[config.mk]
export PLATFORM = sky130hd
export DESIGN_NAME = rarp_rec_flat
export DESIGN_NICKNAME = d
export VERILOG_FILES = /design/src/rtl/rarp_rec_if.sv /design/src/rtl/rarp_rec.sv /design/src/flat_wrapper.sv
export SDC_FILE = /design/constraint.sdc
export NUM_CORES = 1
export LEC_CHECK = 0
export ABC_AREA = 1
export BUFFER_PORTS_ARGS = -buffer_cell sky130_fd_sc_hd__clkbuf_2
export CORE_AREA = 2 2 212 214
export DETAILED_ROUTE_END_ITERATION = 12
export DIE_AREA = 0 0 214 216
export SLEW_MARGIN = 0
export SYNTH_ARGS = -nofsm -noshare
export SYNTH_HDL_FRONTEND = slang
export SYNTH_SLANG_ARGS = --single-unit
[constraint.sdc]
create_clock -name clk -period 5.05 [get_ports clk]
set_input_delay 0.2525 -clock clk [delete_from_list [all_inputs] [get_ports clk]]
set_output_delay 0.2525 -clock clk [all_outputs]
set_load 0.01 [all_outputs]
[src/rtl/rarp_rec_if.sv]
// Link-side word stream and parsed-field handshake of the RARP receiver.
// The slave modport is the receiver; the master modport is its environment.
interface rarp_rec_if;
  logic [31:0] in_word;
  logic        in_valid;
  logic        in_sop;
  logic        input_hold;

  logic [15:0] hdr_type;
  logic [15:0] proto_type;
  logic [7:0]  hdr_addr_length;
  logic [7:0]  pro_addr_length;
  logic [15:0] operation;
  logic [47:0] send_hdr_addr;
  logic [31:0] send_ip_addr;
  logic [47:0] target_hdr_addr;
  logic [31:0] target_ip_addr;

  logic        output_valid;
  logic        out_ready;
  logic        len_err;
  logic        op_err;
  logic [7:0]  drop_cnt;

  modport slave (
    input  in_word, in_valid, in_sop, out_ready,
    output input_hold,
    output hdr_type, proto_type, hdr_addr_length, pro_addr_length, operation,
    output send_hdr_addr, send_ip_addr, target_hdr_addr, target_ip_addr,
    output output_valid, len_err, op_err, drop_cnt
  );

  modport master (
    output in_word, in_valid, in_sop, out_ready,
    input  input_hold,
    input  hdr_type, proto_type, hdr_addr_length, pro_addr_length, operation,
    input  send_hdr_addr, send_ip_addr, target_hdr_addr, target_ip_addr,
    input  output_valid, len_err, op_err, drop_cnt
  );
endinterface

[src/rtl/rarp_rec.sv]
// RARP receiver: reassembles a 7-word RARP/ARP packet, checks lengths/opcode and
// presents the fields with valid/ready. Optional RARP_FILTER_EN keeps only replies to MY_MAC.
module rarp_rec #(
  parameter logic [7:0]  HLEN_EXP = 8'd6,
  parameter logic [7:0]  PLEN_EXP = 8'd4,
  parameter logic [47:0] MY_MAC   = 48'h0000_0000_0000
) (
  input  logic        clk,
  input  logic        rst_n,
  rarp_rec_if.slave   bus
);

  typedef enum logic [1:0] {
    IDLE    = 2'd0,
    COLLECT = 2'd1,
    PRESENT = 2'd2
  } state_e;

  // Field order matches the on-wire word order, so W0..W6 concatenate straight into it.
  typedef struct packed {
    logic [15:0] hdr_type;
    logic [15:0] proto_type;
    logic [7:0]  hlen;
    logic [7:0]  plen;
    logic [15:0] operation;
    logic [47:0] sha;
    logic [31:0] spa;
    logic [47:0] tha;
    logic [31:0] tpa;
  } rarp_pkt_t;

  localparam logic [2:0]  LAST_IDX  = 3'd6;
  localparam logic [15:0] OP_RREQ   = 16'd3;
  localparam logic [15:0] OP_RREPLY = 16'd4;

  state_e      state_q, state_d;
  logic [2:0]  idx_q, idx_d;
  logic [31:0] buf_q [0:5];
  logic        buf_we;
  logic [2:0]  buf_waddr;

  rarp_pkt_t   pkt_q, pkt_d, pkt_asm;
  logic        len_err_q, len_err_d;
  logic        op_err_q, op_err_d;
  logic [7:0]  drop_q, drop_d;
  logic        drop_evt;

  logic        accept;
  logic        filter_pass;
  logic        asm_len_err;
  logic        asm_op_err;

  assign accept = bus.in_valid && (state_q != PRESENT);

  // Complete packet as it would look if the current word is W6.
  assign pkt_asm = {buf_q[0], buf_q[1], buf_q[2], buf_q[3], buf_q[4], buf_q[5], bus.in_word};

  assign asm_len_err = (pkt_asm.hlen != HLEN_EXP) || (pkt_asm.plen != PLEN_EXP);
  assign asm_op_err  = (pkt_asm.operation != OP_RREQ) && (pkt_asm.operation != OP_RREPLY);

`ifdef RARP_FILTER_EN
  assign filter_pass = (pkt_asm.operation == OP_RREPLY) && (pkt_asm.tha == MY_MAC);
`else
  logic unused_my_mac;
  assign unused_my_mac = ^MY_MAC;
  assign filter_pass   = 1'b1;
`endif

  // NOTE: combinational blocks use blocking '=' and assign every output a default
  // first; a path that leaves a variable unassigned would infer a latch.
  always_comb begin
    state_d   = state_q;
    idx_d     = idx_q;
    pkt_d     = pkt_q;
    len_err_d = len_err_q;
    op_err_d  = op_err_q;
    drop_evt  = 1'b0;
    buf_we    = 1'b0;
    buf_waddr = idx_q;

    unique case (state_q)
      IDLE: begin
        if (accept && bus.in_sop) begin
          buf_we    = 1'b1;
          buf_waddr = 3'd0;
          idx_d     = 3'd1;
          state_d   = COLLECT;
        end
      end

      COLLECT: begin
        if (accept) begin
          if (bus.in_sop) begin
            // A new start-of-packet abandons the partial one and restarts at W0.
            drop_evt  = 1'b1;
            buf_we    = 1'b1;
            buf_waddr = 3'd0;
            idx_d     = 3'd1;
          end else if (idx_q == LAST_IDX) begin
            idx_d = 3'd0;
            if (filter_pass) begin
              pkt_d     = pkt_asm;
              len_err_d = asm_len_err;
              op_err_d  = asm_op_err;
              state_d   = PRESENT;
            end else begin
              drop_evt = 1'b1;
              state_d  = IDLE;
            end
          end else begin
            buf_we = 1'b1;
            idx_d  = idx_q + 3'd1;
          end
        end
      end

      PRESENT: begin
        if (bus.out_ready) begin
          state_d = IDLE;
        end
      end

      default: begin
        state_d = IDLE;
        idx_d   = 3'd0;
      end
    endcase

    drop_d = (drop_evt && (drop_q != 8'hFF)) ? drop_q + 8'd1 : drop_q;
  end

  // NOTE: sequential state uses non-blocking '<=' so every register samples the
  // pre-edge values regardless of statement order.
  always_ff @(posedge clk or negedge rst_n) begin
    if (!rst_n) begin
      state_q   <= IDLE;
      idx_q     <= 3'd0;
      pkt_q     <= '0;
      len_err_q <= 1'b0;
      op_err_q  <= 1'b0;
      drop_q    <= 8'd0;
    end else begin
      state_q   <= state_d;
      idx_q     <= idx_d;
      pkt_q     <= pkt_d;
      len_err_q <= len_err_d;
      op_err_q  <= op_err_d;
      drop_q    <= drop_d;
    end
  end

  // NOTE: the word buffer has no reset; idx_q decides which entries are meaningful
  // and nothing reaches the outputs before all of W0..W5 have been rewritten.
  always_ff @(posedge clk) begin
    if (buf_we) begin
      buf_q[buf_waddr] <= bus.in_word;
    end
  end

  assign bus.input_hold      = (state_q == PRESENT);
  assign bus.output_valid    = (state_q == PRESENT);

  assign bus.hdr_type        = pkt_q.hdr_type;
  assign bus.proto_type      = pkt_q.proto_type;
  assign bus.hdr_addr_length = pkt_q.hlen;
  assign bus.pro_addr_length = pkt_q.plen;
  assign bus.operation       = pkt_q.operation;
  assign bus.send_hdr_addr   = pkt_q.sha;
  assign bus.send_ip_addr    = pkt_q.spa;
  assign bus.target_hdr_addr = pkt_q.tha;
  assign bus.target_ip_addr  = pkt_q.tpa;

  assign bus.len_err         = len_err_q;
  assign bus.op_err          = op_err_q;
  assign bus.drop_cnt        = drop_q;

endmodule
[src/flat_wrapper.sv]
// flat-port wrapper written by rule: the top's interface ports become plain ports
module rarp_rec_flat 
#(
  parameter logic [7:0]  HLEN_EXP = 8'd6,
  parameter logic [7:0]  PLEN_EXP = 8'd4,
  parameter logic [47:0] MY_MAC   = 48'h0000_0000_0000
)
  (clk, rst_n, bus_in_word, bus_in_valid, bus_in_sop, bus_out_ready, bus_input_hold, bus_hdr_type, bus_proto_type, bus_hdr_addr_length, bus_pro_addr_length, bus_operation, bus_send_hdr_addr, bus_send_ip_addr, bus_target_hdr_addr, bus_target_ip_addr, bus_output_valid, bus_len_err, bus_op_err, bus_drop_cnt);
  rarp_rec_if bus_i ();
  input  logic clk;
  input  logic rst_n;
  input wire logic [$bits(bus_i.in_word)-1:0] bus_in_word;
  input wire logic [$bits(bus_i.in_valid)-1:0] bus_in_valid;
  input wire logic [$bits(bus_i.in_sop)-1:0] bus_in_sop;
  input wire logic [$bits(bus_i.out_ready)-1:0] bus_out_ready;
  output wire logic [$bits(bus_i.input_hold)-1:0] bus_input_hold;
  output wire logic [$bits(bus_i.hdr_type)-1:0] bus_hdr_type;
  output wire logic [$bits(bus_i.proto_type)-1:0] bus_proto_type;
  output wire logic [$bits(bus_i.hdr_addr_length)-1:0] bus_hdr_addr_length;
  output wire logic [$bits(bus_i.pro_addr_length)-1:0] bus_pro_addr_length;
  output wire logic [$bits(bus_i.operation)-1:0] bus_operation;
  output wire logic [$bits(bus_i.send_hdr_addr)-1:0] bus_send_hdr_addr;
  output wire logic [$bits(bus_i.send_ip_addr)-1:0] bus_send_ip_addr;
  output wire logic [$bits(bus_i.target_hdr_addr)-1:0] bus_target_hdr_addr;
  output wire logic [$bits(bus_i.target_ip_addr)-1:0] bus_target_ip_addr;
  output wire logic [$bits(bus_i.output_valid)-1:0] bus_output_valid;
  output wire logic [$bits(bus_i.len_err)-1:0] bus_len_err;
  output wire logic [$bits(bus_i.op_err)-1:0] bus_op_err;
  output wire logic [$bits(bus_i.drop_cnt)-1:0] bus_drop_cnt;
  assign bus_i.in_word = bus_in_word;
  assign bus_i.in_valid = bus_in_valid;
  assign bus_i.in_sop = bus_in_sop;
  assign bus_i.out_ready = bus_out_ready;
  assign bus_input_hold = bus_i.input_hold;
  assign bus_hdr_type = bus_i.hdr_type;
  assign bus_proto_type = bus_i.proto_type;
  assign bus_hdr_addr_length = bus_i.hdr_addr_length;
  assign bus_pro_addr_length = bus_i.pro_addr_length;
  assign bus_operation = bus_i.operation;
  assign bus_send_hdr_addr = bus_i.send_hdr_addr;
  assign bus_send_ip_addr = bus_i.send_ip_addr;
  assign bus_target_hdr_addr = bus_i.target_hdr_addr;
  assign bus_target_ip_addr = bus_i.target_ip_addr;
  assign bus_output_valid = bus_i.output_valid;
  assign bus_len_err = bus_i.len_err;
  assign bus_op_err = bus_i.op_err;
  assign bus_drop_cnt = bus_i.drop_cnt;
  rarp_rec #(.HLEN_EXP(HLEN_EXP), .PLEN_EXP(PLEN_EXP), .MY_MAC(MY_MAC)) u_core (.clk(clk), .rst_n(rst_n), .bus(bus_i));
endmodule
After elaboration in Yosys (flattened, before gate mapping)

Memory sizes are Yosys's and may differ from the RTL's. A register that Yosys moved wholly into a read port is not among the register bits.
Index checks and enable logic that the tools add are counted.

Register bits after elaboration: 79
Latch bits: 0
Bits in writable memories: 192
Bits in read-only memories: 0
Input bits: 37
Output and inout bits: 236
Word-level logic and storage cells: 67
Memories: 1

$add $sub $neg: 2
$mul: 0
Div/mod/pow operators: 0
$lt $le $gt $ge: 0
Equal/unequal tests: 14
Shift-type cells: 0
Multiplexer cells: 25
Bitwise logic cells: 2
Reductions and logical operators: 14

Memory list:

| memory       | words | bits a word | read ports | clocked after memory_dff | wr ports | line           | source |
|---|---|---|---|---|---|---|---|
| u_core.buf_q | 6     | 32          | 6          | 5                        | 1        | rarp_rec.sv:38 | `logic [31:0] buf_q [0:5];` |

Operators by type and width:

| cell                                                | number |
|---|---|
| two-way mux 3 bit                                   | 7 |
| != test 16 x 2 -> 1 bit, second input constant      | 1 |
| != test 16 x 3 -> 1 bit, second input constant      | 1 |
| != test 8 x 3 -> 1 bit, second input constant       | 2 |
| two-way mux 2 bit                                   | 5 |
| two-way mux 1 bit                                   | 9 |
| case mux 3 bit (3 select lines)                     | 1 |
| adder 8 x 1 -> 8 bit, second input constant         | 1 |
| != test 8 bit, second input constant                | 1 |
| != test 2 x 1 -> 1 bit, second input constant       | 3 |
| != test 2 bit, second input constant                | 3 |
| case mux 2 bit (3 select lines)                     | 1 |
| case mux 3 bit (2 select lines)                     | 1 |
| zero test 1 bit                                     | 5 |
| AND reduction 5 bit                                 | 1 |
| logical AND 1 bit                                   | 4 |
| AND reduction 4 bit                                 | 1 |
| adder 3 x 1 -> 3 bit, second input constant         | 1 |
| equality test 3 bit, second input constant          | 1 |
| AND reduction 3 bit                                 | 1 |
| equality test 2 x 1 -> 1 bit, second input constant | 1 |
| equality test 2 bit, second input constant          | 1 |
| zero test 2 bit                                     | 1 |
| inverter 1 bit                                      | 2 |
| other kinds (2)                                     | 2 |

Depth between registers and ports, before layout

Gate-level depths: netlist (run 1).

Depth after elaboration: 7
Mapped depth: 9
Gate-level depth less buffers: 8

Worst setup path after synthesis (run 1)

Ideal clock, no wire load.

Kind: register to register
Start: register u_core.state_q[1]
End: memory u_core.buf_q[1][0] (enable)
Setup time: 0.421 ns
Arrival time: 2.246 ns
Data required time: 4.629 ns
Slack: 2.383 ns
Stages on the path, launching flop included: 6
Path buffers: 0
Period minus slack after synthesis: 2.667 ns
Path through: dfrtp_1 > nor2_4 > nand2_1 > nand2_1 > nand4_1 > nor2_1

Word-level cells in the longest chain between the ends: 7
Elaborated cells between the ends (all ways): 13
Classes of those cells: eq/ne (2); mux (8); reduce/logical (3)

Ends and longest elaborated chain:

| element                                 | line            | source |
|---|---|---|
| start: declaration                      | rarp_rec.sv:36  | `state_e state_q, state_d;` |
| start signal: assignment                | rarp_rec.sv:143 | `state_q <= state_d;` |
| != test 2 bit                           | rarp_rec.sv:53  | `assign accept = bus.in_valid && (state_q != PRESENT);` |
| logical AND 1 bit                       | rarp_rec.sv:53  |  |
| logical AND 1 bit                       | rarp_rec.sv:83  | `if (accept && bus.in_sop) begin` |
| two-way mux 1 bit                       | rarp_rec.sv:83  |  |
| case mux 1 bit (2 select lines)         | rarp_rec.sv:81  | `unique case (state_q)` |
| two-way mux 1 bit                       | rarp_rec.sv:155 | `if (buf_we) begin` |
| two-way mux 1 bit (implied by the code) | rarp_rec.sv:156 | `buf_q[buf_waddr] <= bus.in_word;` |
| end: declaration                        | rarp_rec.sv:38  |  |

Several ways; a longest one is shown, not always the timed one.

Worst setup path after layout (run 1)

Start: register u_core.idx_q[2]
End: register u_core.pkt_q, in the netlist u_core.bus.hdr_addr_length[7]

Word-level cells in the longest chain between the ends: 2

Ends and longest elaborated chain:

| element                              | line            | source |
|---|---|---|
| start: declaration                   | rarp_rec.sv:37  | `logic [2:0] idx_q, idx_d;` |
| start signal: assignment             | rarp_rec.sv:144 | `idx_q <= idx_d;` |
| equality test 3 bit                  | rarp_rec.sv:99  | `end else if (idx_q == LAST_IDX) begin` |
| AND reduction 4 bit (no source line) | -               |  |
| end signal: assignment               | rarp_rec.sv:145 | `pkt_q <= pkt_d;` |
| end: declaration                     | rarp_rec.sv:42  | `rarp_pkt_t pkt_q, pkt_d, pkt_asm;` |

Every way passes these cells.
A chain may end at the register's enable or synchronous reset.

==> results of run 1 <==
==> power groups by stage <==
stage	Clock, mW	Combinational, mW	Sequential [mW]
2_1_floorplan	0	0.595	5.14
5_1_grt	3.67	1.98	4.98
4_1_cts	3.54	1.81	4.89
6_report	3.44	1.76	4.89
3_5_place_dp	0	1.80	4.95
3_3_place_gp	0	1.77	4.93
==> cells in the final DEF (no fill, tap or decap) <==
cell type / Yosys / routed
sky130_fd_sc_hd__buf_4: 27 / 7
sky130_fd_sc_hd__nand4_1: 7 / 7
sky130_fd_sc_hd__nor2_4: 2 / 8
sky130_fd_sc_hd__clkinvlp_4: 0 / 4
sky130_fd_sc_hd__o21a_1: 1 / 1
sky130_fd_sc_hd__clkbuf_8: 0 / 5
sky130_fd_sc_hd__nand2_1: 704 / 704
sky130_fd_sc_hd__clkbuf_2: 0 / 271
sky130_fd_sc_hd__inv_8: 0 / 1
sky130_fd_sc_hd__clkbuf_16: 0 / 49
sky130_fd_sc_hd__inv_1: 31 / 31
sky130_fd_sc_hd__clkinv_2: 0 / 7
sky130_fd_sc_hd__inv_2: 2 / 1
sky130_fd_sc_hd__nand3b_1: 1 / 1
sky130_fd_sc_hd__dfrtp_1: 239 / 239
sky130_fd_sc_hd__bufinv_16: 0 / 4
sky130_fd_sc_hd__xnor2_1: 2 / 2
sky130_fd_sc_hd__o21ai_0: 17 / 17
sky130_fd_sc_hd__edfxtp_1: 192 / 192
sky130_fd_sc_hd__clkinv_1: 0 / 4
sky130_fd_sc_hd__nor3_1: 1 / 1
sky130_fd_sc_hd__nand3_1: 16 / 16
sky130_fd_sc_hd__ha_1: 1 / 1
sky130_fd_sc_hd__clkinv_4: 0 / 2
sky130_fd_sc_hd__inv_6: 0 / 1
sky130_fd_sc_hd__buf_12: 0 / 1
sky130_fd_sc_hd__dlygate4sd3_1: 0 / 10
sky130_fd_sc_hd__nor2_1: 28 / 22
sky130_fd_sc_hd__buf_8: 0 / 1
sky130_fd_sc_hd__a21oi_1: 2 / 2
sky130_fd_sc_hd__xor2_1: 2 / 2
sky130_fd_sc_hd__clkbuf_1: 2 / 11
==> worst max-delay path, stage by stage (launching register included) <==
cell                      delay [ns]
sky130_fd_sc_hd__dfrtp_1        0.44
sky130_fd_sc_hd__nand2_1        0.11
sky130_fd_sc_hd__nor2_1         0.11
sky130_fd_sc_hd__nand2_1        0.12
sky130_fd_sc_hd__nor2_4         0.75
sky130_fd_sc_hd__inv_8          0.52
sky130_fd_sc_hd__buf_4          0.45
sky130_fd_sc_hd__nand2_1        0.10
sky130_fd_sc_hd__o21ai_0        0.09
==> per-stage QoR <==
| stage | area, µm² | worst slack (ns) | std cells | util, % |
|---|---|---|---|---|
| final | 18830 | 2.137 | 2217 | 42.95 |
| after global routing | 18830 | 1.842 | 2217 | 42.95 |
| after CTS | 18830 | 2.122 | 2217 | 42.95 |
| after detailed placement | 17160 | 2.149 | 2120 | 39.16 |
| after global placement | 17160 | 2.188 | 2120 | 39.16 |
| after floorplan | 15260 | 2.383 | 1298 | - |
==> layer usage <==
metal  vias up  share of wire, %
met1      4906                45
met4         0               1.9
met5         -                 0
li1       4722                 -
met2       231                48
met3        59               5.4
==> flip-flops by register name, indices dropped and copies added (netlist names), 3 cells and up <==
register / cells
u_core.buf_q: 192
u_core.bus.drop_cnt: 8
u_core.bus.hdr_addr_length: 8
u_core.bus.hdr_type: 16
u_core.bus.operation: 16
u_core.bus.pro_addr_length: 8
u_core.bus.proto_type: 16
u_core.bus.send_hdr_addr: 48
u_core.bus.send_ip_addr: 32
u_core.bus.target_hdr_addr: 48
u_core.bus.target_ip_addr: 32
u_core.idx_q: 3
==> area by class of cell <==
type,count,area [µm²]
Timing Repair Buffer,290,1544
Sequential cell,431,11750
Multi-Input combinational cell,784,3102
Clock inverter,22,226.5
Fill cell,4135,25010
Tap cell,592,740.7
Clock buffer,65,1336
Inverter,33,131.4
==> kinds of logic after synthesis <==
logic type                 count (synthesis)
adders and majority gates                  1
and+or+nand+nor                          759
xor gates and xnor gates                   4
DFF                                      431
buffers and inverters                     83
AOI/OAI and AO/OA                         20
==> worst max-delay path by stage <==
stage	slack (ns)	startpoint	to
finish	2.14	u_core.idx_q[2]	u_core.bus.hdr_addr_length[7]
global route	1.84	u_core.idx_q[2]	u_core.bus.hdr_addr_length[7]
CTS	2.12	u_core.idx_q[2]	u_core.bus.operation[2]
detailed placement	2.15	u_core.idx_q[2]	u_core.bus.send_ip_addr[20]
global placement	2.19	u_core.idx_q[2]	u_core.bus.operation[2]
floorplan	2.38	u_core.state_q[1]	u_core.buf_q[1][0]
==> repair_timing <==
item	4_1_cts	5_1_grt
setup endpoints to repair	0	0
hold endpoints to repair	109	0
resized for setup	0	0
setup buffers	0	0
hold buffers	10	0
==> reports/summary.md, run 1 <==
Setup repair after global routing left no endpoint under its margin. For this run, the leading register cell type out of synthesis is sky130_fd_sc_hd__dfrtp_1. The run gives 4.242% as the met3 capacity usage during global routing. For this run the aggregate overflow at the end of global routing stands at 0. The final count of hold timing violations was 0. For the finished layout, the period the worst path requires is 2.913 ns.

Sorting the synthesized cells by area gives the leading types as sky130_fd_sc_hd__dfrtp_1, sky130_fd_sc_hd__edfxtp_1, sky130_fd_sc_hd__nand2_1. In this run the critical register-to-register path is captured at u_core.bus.hdr_addr_length[7]. The worst-case headroom to the max-slew limit was 15.64%.

Synthesis produced a netlist whose cell count is 1298. The number of nets in the layout came out at 1625. The number of buffers created by CTS is 47, and the post-route clock skew is 0.009322 ns. Count of cells along the worst register-to-register path: 8. After synthesis, the mean cell area works out to 11.76 µm². The number of different library cells used by synthesis comes to 21. The I/O pin total came out at 273. For the total number of vias, the log shows 9918.

Of all nets on the critical path, the largest fanout is 155. By startpoint and endpoint, the worst setup path is classified as flip-flop to flip-flop. The fraction of the mapped netlist area in simple logic gates is 19.05%, and the fraction of layout cells with a size suffix above 1 is 22.28%. The detailed router finished its first iteration with 635 violations.

After synthesis, the largest family of logic cells by area is simple AND/OR/NAND/NOR gates. The logs give 77 for the row count and 7.155 mW for the internal portion of total power. The number of synthesis warnings was 0; the total chip power was 10.08 mW.

The region available for standard cell placement spans 43840 µm². Dividing the final minimum period by the clock period gives 57.68%. The register area share after synthesis is 76.97%, and the fraction of synthesized cell area taken by the top area cell type is 39.19%. The count of buffers added on input and output ports is 272. The cell area that synthesis handed to floorplanning was 15260 µm².

The logs give 26.56% for the global-route met2 utilization and 58490 µm for the first-pass GRT wire length. Hold timing on the final database bottoms out at a slack of 0.03674 ns. Summed over all cells, the static leakage comes to 9.308 nW. The die outline area came out at 46220 µm².

The combinational share of power is 17.4%, and the arrival time of data at the critical path endpoint is 3.34 ns. Clock tree synthesis found a total of 431 sinks. The synthesized netlist devotes 0.2296% of its cell area to XOR and XNOR gates. The transition time at the pin with the least slew margin is 1.262 ns.

The flop-to-flop setup slack came out at 2.14 ns. In the synthesized netlist the async set-or-reset flop fraction comes to 55.45%. In the final routed layout, each cell accounts on average for 17.04 µm.

Setup violations remaining at the end of the flow were counted as 0. In this run, synthesis inferred 192 flip-flops with an integrated enable. After legalization and detailed placement, the total HPWL measured 23000 µm.

TritonCTS built the clock tree. The origin of the worst min-delay path is bus_in_word[28]. The net count after synthesis was 1336; the die boundary width was 214 µm. The total routing usage reported by global routing was 16.38%.

For the sequential group share of total power, the log shows 48.5%. The run gives 0 as the antenna violation net count after detailed routing. Kind of launch point of the worst setup path: a flip-flop. Most crowded layer after global routing: met2. The number of stages on the worst hold path came out at 1. Of the total power, the share spent switching nets is 29.04%. The clock passes through at most 3 buffers. Sorting the synthesized cells by how often they occur yields sky130_fd_sc_hd__nand2_1, sky130_fd_sc_hd__dfrtp_1, sky130_fd_sc_hd__edfxtp_1.

The final sum of negative setup slack is 0 ns. Static timing analysis puts the maximum clock frequency at 0.3433 GHz. The synthesis-to-layout area growth works out to 23.37%.

The met1 usage in global routing was 21.91%. The repair_antennas step left the layout with diodes totalling 0. For the initial antenna violation count, the log shows 0. The clock transition time at the flip-flop clock pins of the worst setup and hold paths was 0.06 ns. The flow ran to the end, and the final reports show no timing, DRC or antenna violations. Maximum level of the CTS H-tree: 2. The detailed-route vias per instance works out to 4.474. The floorplan step set the die height to 216 µm. The worst-case IR drop observed on VDD is 0.0002710 V. The multiplexer area fraction after synthesis is 0%. The tools report the clock latency on the worst-skew pair as 0.56 ns. The worst setup path is captured at a flip-flop. In the routed design, unresolved DRC markers number 0. The worst reg2reg path startpoint is u_core.idx_q[2]. The tools report the initial cell density of the core as 34.81%.

The compound-cell area share of the yosys netlist works out to 0.6723%. sky130_fd_sc_hd__nand2_1 is the most common cell in the netlist. The via count of the first global-routing pass came out at 9854. The worst hold path terminates at u_core.buf_q[3][28]. The clock network is responsible for 34.1% of the overall power. The min-delay analysis places its worst path in the category primary input to flip-flop. The total wire length after detailed routing is 37790 µm. Synthesis inferred 431 register bits.

Max-cap violations in this run came to 0. The first detailed-routing pass took 4 iterations. The synthesized netlist devotes 0.08199% of its cell area to adder and majority cells.

For the worst setup path, the data required time is 5.47 ns. The switching power of the nets was 2.928 mW; the last weighted congestion value of the routability-driven placer was 0.7620. The tools report the maximum number of pins on one net before global-route repair as 156.

The biggest area contributor in the post-synthesis netlist is sky130_fd_sc_hd__dfrtp_1. Final number of max-transition violations: 0. The cell sitting at the root of the clock tree is a sky130_fd_sc_hd__clkbuf_16. The power density relative to cell area was 535.6 nW/µm².
Power figures use the tool's default switching activity.
==> run 2: changes to the inputs <==
==> constraint.sdc (replaced) <==
create_clock -name clk -period 3 [get_ports clk]
set_input_delay 0.15 -clock clk [delete_from_list [all_inputs] [get_ports clk]]
set_output_delay 0.15 -clock clk [all_outputs]
set_load 0.01 [all_outputs]
==> run 2 against run 1 <==
  * Wire length up 3.8%
  * Setup slack worse by 1.4 ns
  * Power up 69%
  * Sequential power up 68%
  * First-iteration DRC count down 9.0%
  * Worst hold slack better by 0.032 ns
  * Utilization up 1.0 points
  * Via count up 1.5%
  * Global-route usage up 0.66 points
  * Maximum frequency up 31%
  * Clock skew up 0.0086 ns
  * Final area up 2.4%
  * Critical endpoint is now u_core.buf_q[2][29]
==> reports/summary.md, run 2 (same netlist as run 1, synthesis figures left out) <==
The total congestion overflow after global routing was 0. The kind of capture point of the worst setup path is a flip-flop. The tools report the kind of launch point of the worst setup path as a flip-flop.

Input and output buffers added on the ports amount to 272. After detailed routing, the number of vias per cell comes to 4.473. The path with the worst hold slack has its endpoint at u_core.state_q[0]. The floorplan step defined a die boundary enclosing 46220 µm². The critical register-to-register path endpoint is u_core.buf_q[2][29]. Final hold analysis gives a worst-case slack of 0.06845 ns. Setup repair after global routing left no endpoint under its margin. The logs give 10040 for the via count of the first global-routing pass and 0.57 ns for the clock latency on the worst-skew pair. The first detailed-routing pass took 5 iterations. TritonCTS built the clock tree. For the final database, setup skew stands at 0.01789 ns.

The tree is rooted in a sky130_fd_sc_hd__clkbuf_16. The synthesis-to-layout area growth is 26.28%. Placeable core region: 43840 µm². Fraction of the cycle the final worst path needs: 73.86%. The initial antenna violation count is 1. In the layout the commonest cells are sky130_fd_sc_hd__nand2_1, sky130_fd_sc_hd__clkbuf_2, sky130_fd_sc_hd__dfrtp_1, sky130_fd_sc_hd__edfxtp_1, sky130_fd_sc_hd__clkbuf_16. Measured against its own limit, the worst slew margin works out to 34.34%.

For this design the top-level I/O count stands at 273. The tools report the total wire length after detailed routing as 39240 µm. The critical path is of the flip-flop to flip-flop type.

For the final sum of negative setup slack, the log shows 0 ns. Detailed-route DRC error count: 0. After the flow finishes, the layout carries non-filler instances totaling 2250. VDD sags by at most 0.0003815 V. The fraction of layout cells with a size suffix above 1 was 22.50%; the final count of hold timing violations was 0. The first global-routing pass estimated 60260 µm of wire. Dividing total power by cell area gives a power density of 885.6 nW/µm². The clock transition time at the flip-flop clock pins of the worst setup and hold paths was 0.06 ns; the final number of max-transition violations was 0. Row generation in the floorplan step produced 77 rows. The run gives 1658 as the number of nets in the layout. The number of antenna diodes in the final layout is 0.

Global routing consumed, over all layers together, 17.04% of the routing resources. The first routing iteration left 578 violations. Buffers added to address setup during post-CTS repair amount to 0. The worst hold path passes through 6 cells.

The run gives 2 as the maximum level of the CTS H-tree. Before CTS, the worst setup slack after placement is 0.7903 ns. The tools report the clock sink count as 431. The number of cells on the worst reg-to-reg path is 6.

Largest register by flop count: u_core.buf_q. The most common cell after layout, fill and taps aside is sky130_fd_sc_hd__nand2_1. The die is 214 µm wide. The startpoint identified for the worst hold timing path is bus_in_valid. After filler insertion, the fill cell instance count of the layout stands at 4076. Measured along the y axis, the die boundary spans 216 µm. The run finished with clean final reports. The run gives 0.7563 as the last weighted congestion value of the routability-driven placer. Number of buffers created by CTS: 46. Worst reg2reg path startpoint: u_core.state_q[1]. In this run the worst path has a maximum fanout of 22.

The final critical delay including setup and external delays is 2.216 ns, and the antenna violation net count after detailed routing is 0. The number of maximum-capacitance constraint violations is 0. For the number of buffers between clock root and the deepest sink, the log shows 3.

Flop-to-flop setup slack: 0.78 ns. For the pin with the worst max-slew slack, the measured transition is 0.9849 ns. Data on the critical path arrives at its endpoint at 2.47 ns. The smallest setup slack after layout was 0.7843 ns. The run gives 24590 µm as the detailed-placement wirelength estimate. The tools report the number of placed cells counting well taps as 2129.

The register with the most flip-flops in the layout has 192 of them. In the final routed layout, each cell accounts on average for 17.44 µm. For the endpoint required time on the critical path, the log shows 3.26 ns. The routed layout has 10060 vias. The design draws 17.07 mW.

The analysis attributes to cell leakage a power of 9.503 nW. Kind of path behind the tightest hold check: primary input to flip-flop. For this run, the top clock speed supported by timing is 0.4513 GHz. For the count of endpoints failing setup in the final report, the log shows 0. The maximum number of pins on one net before global-route repair came out at 215.

The initial cell density of the core came out at 34.81%.
## run 2: changes by cell type in the layout (fill, tap and decap cells not counted), sizes merged
cell         change
buf              +9
bufinv           -1
clkbuf           +2
clkinv           -1
clkinvlp         -1
dlygate4sd3     +25
## run 2: per-layer routing
| metal | global-route usage (%) | vias to the layer above | share of wire, % | wire length [µm] |
|---|---|---|---|---|
| met2 | 27.37 | 267 | 47 | 18440 |
| met4 | 4.918 | 2 | 2.2 | 871 |
| met3 | 4.863 | 60 | 6.2 | 2438 |
| met1 | 22.58 | 4951 | 45 | 17470 |
| met5 | 0 | - | 0.033 | 13 |
| li1 | - | 4784 | - | - |
## run 2: worst max path at each step
stage | start | to | slack, ns | cells past startpoint
finish | u_core.state_q[1] | u_core.buf_q[2][29] | 0.78 | 6
global placement | u_core.state_q[1] | u_core.buf_q[2][20] | 0.83 | 6
detailed placement | u_core.state_q[1] | u_core.buf_q[2][20] | 0.79 | 6
global route | u_core.state_q[1] | u_core.buf_q[2][29] | 0.64 | 6
floorplan | u_core.state_q[1] | u_core.buf_q[1][0] | 0.33 | 5
CTS | u_core.state_q[1] | u_core.buf_q[2][29] | 0.79 | 6
## run 2: where the power goes
part,switching (mW),internal [mW],total [mW]
registers,0.696,7.51,8.21
clock network,2.33,3.43,5.76
logic,1.95,1.15,3.10
## run 2: cell type report
type	count	area (µm²)	share of cell area, %
Clock inverter	19	202.7	1.052
Multi-Input combinational cell	784	3102	16.09
Timing Repair Buffer	324	1987	10.31
Inverter	33	131.4	0.6817
Sequential cell	431	11750	60.95
Tap cell	592	740.7	3.843
Clock buffer	67	1363	7.070
## run 2: worst max-delay path, stage by stage, from the launching register on
cell and delay, ns:
sky130_fd_sc_hd__dfrtp_1 0.43, sky130_fd_sc_hd__inv_1 0.12, sky130_fd_sc_hd__nand3_1 0.19, sky130_fd_sc_hd__nand2_1 0.13, sky130_fd_sc_hd__nand3_1 0.27, sky130_fd_sc_hd__nor2_4 0.49
sky130_fd_sc_hd__buf_12 0.26
## run 2: through the flow
step | instance area, µm² | util (%)
final | 19270 | 43.96
after global routing | 19270 | 43.96
after CTS | 19270 | 43.96
after detailed placement | 17360 | 39.59
after global placement | 17360 | 39.59
after floorplan | 15260 | -
## run 2: what timing repair did
item,CTS,global route
hold endpoints to repair,314,0
resized for setup,0,0
hold buffers,35,0
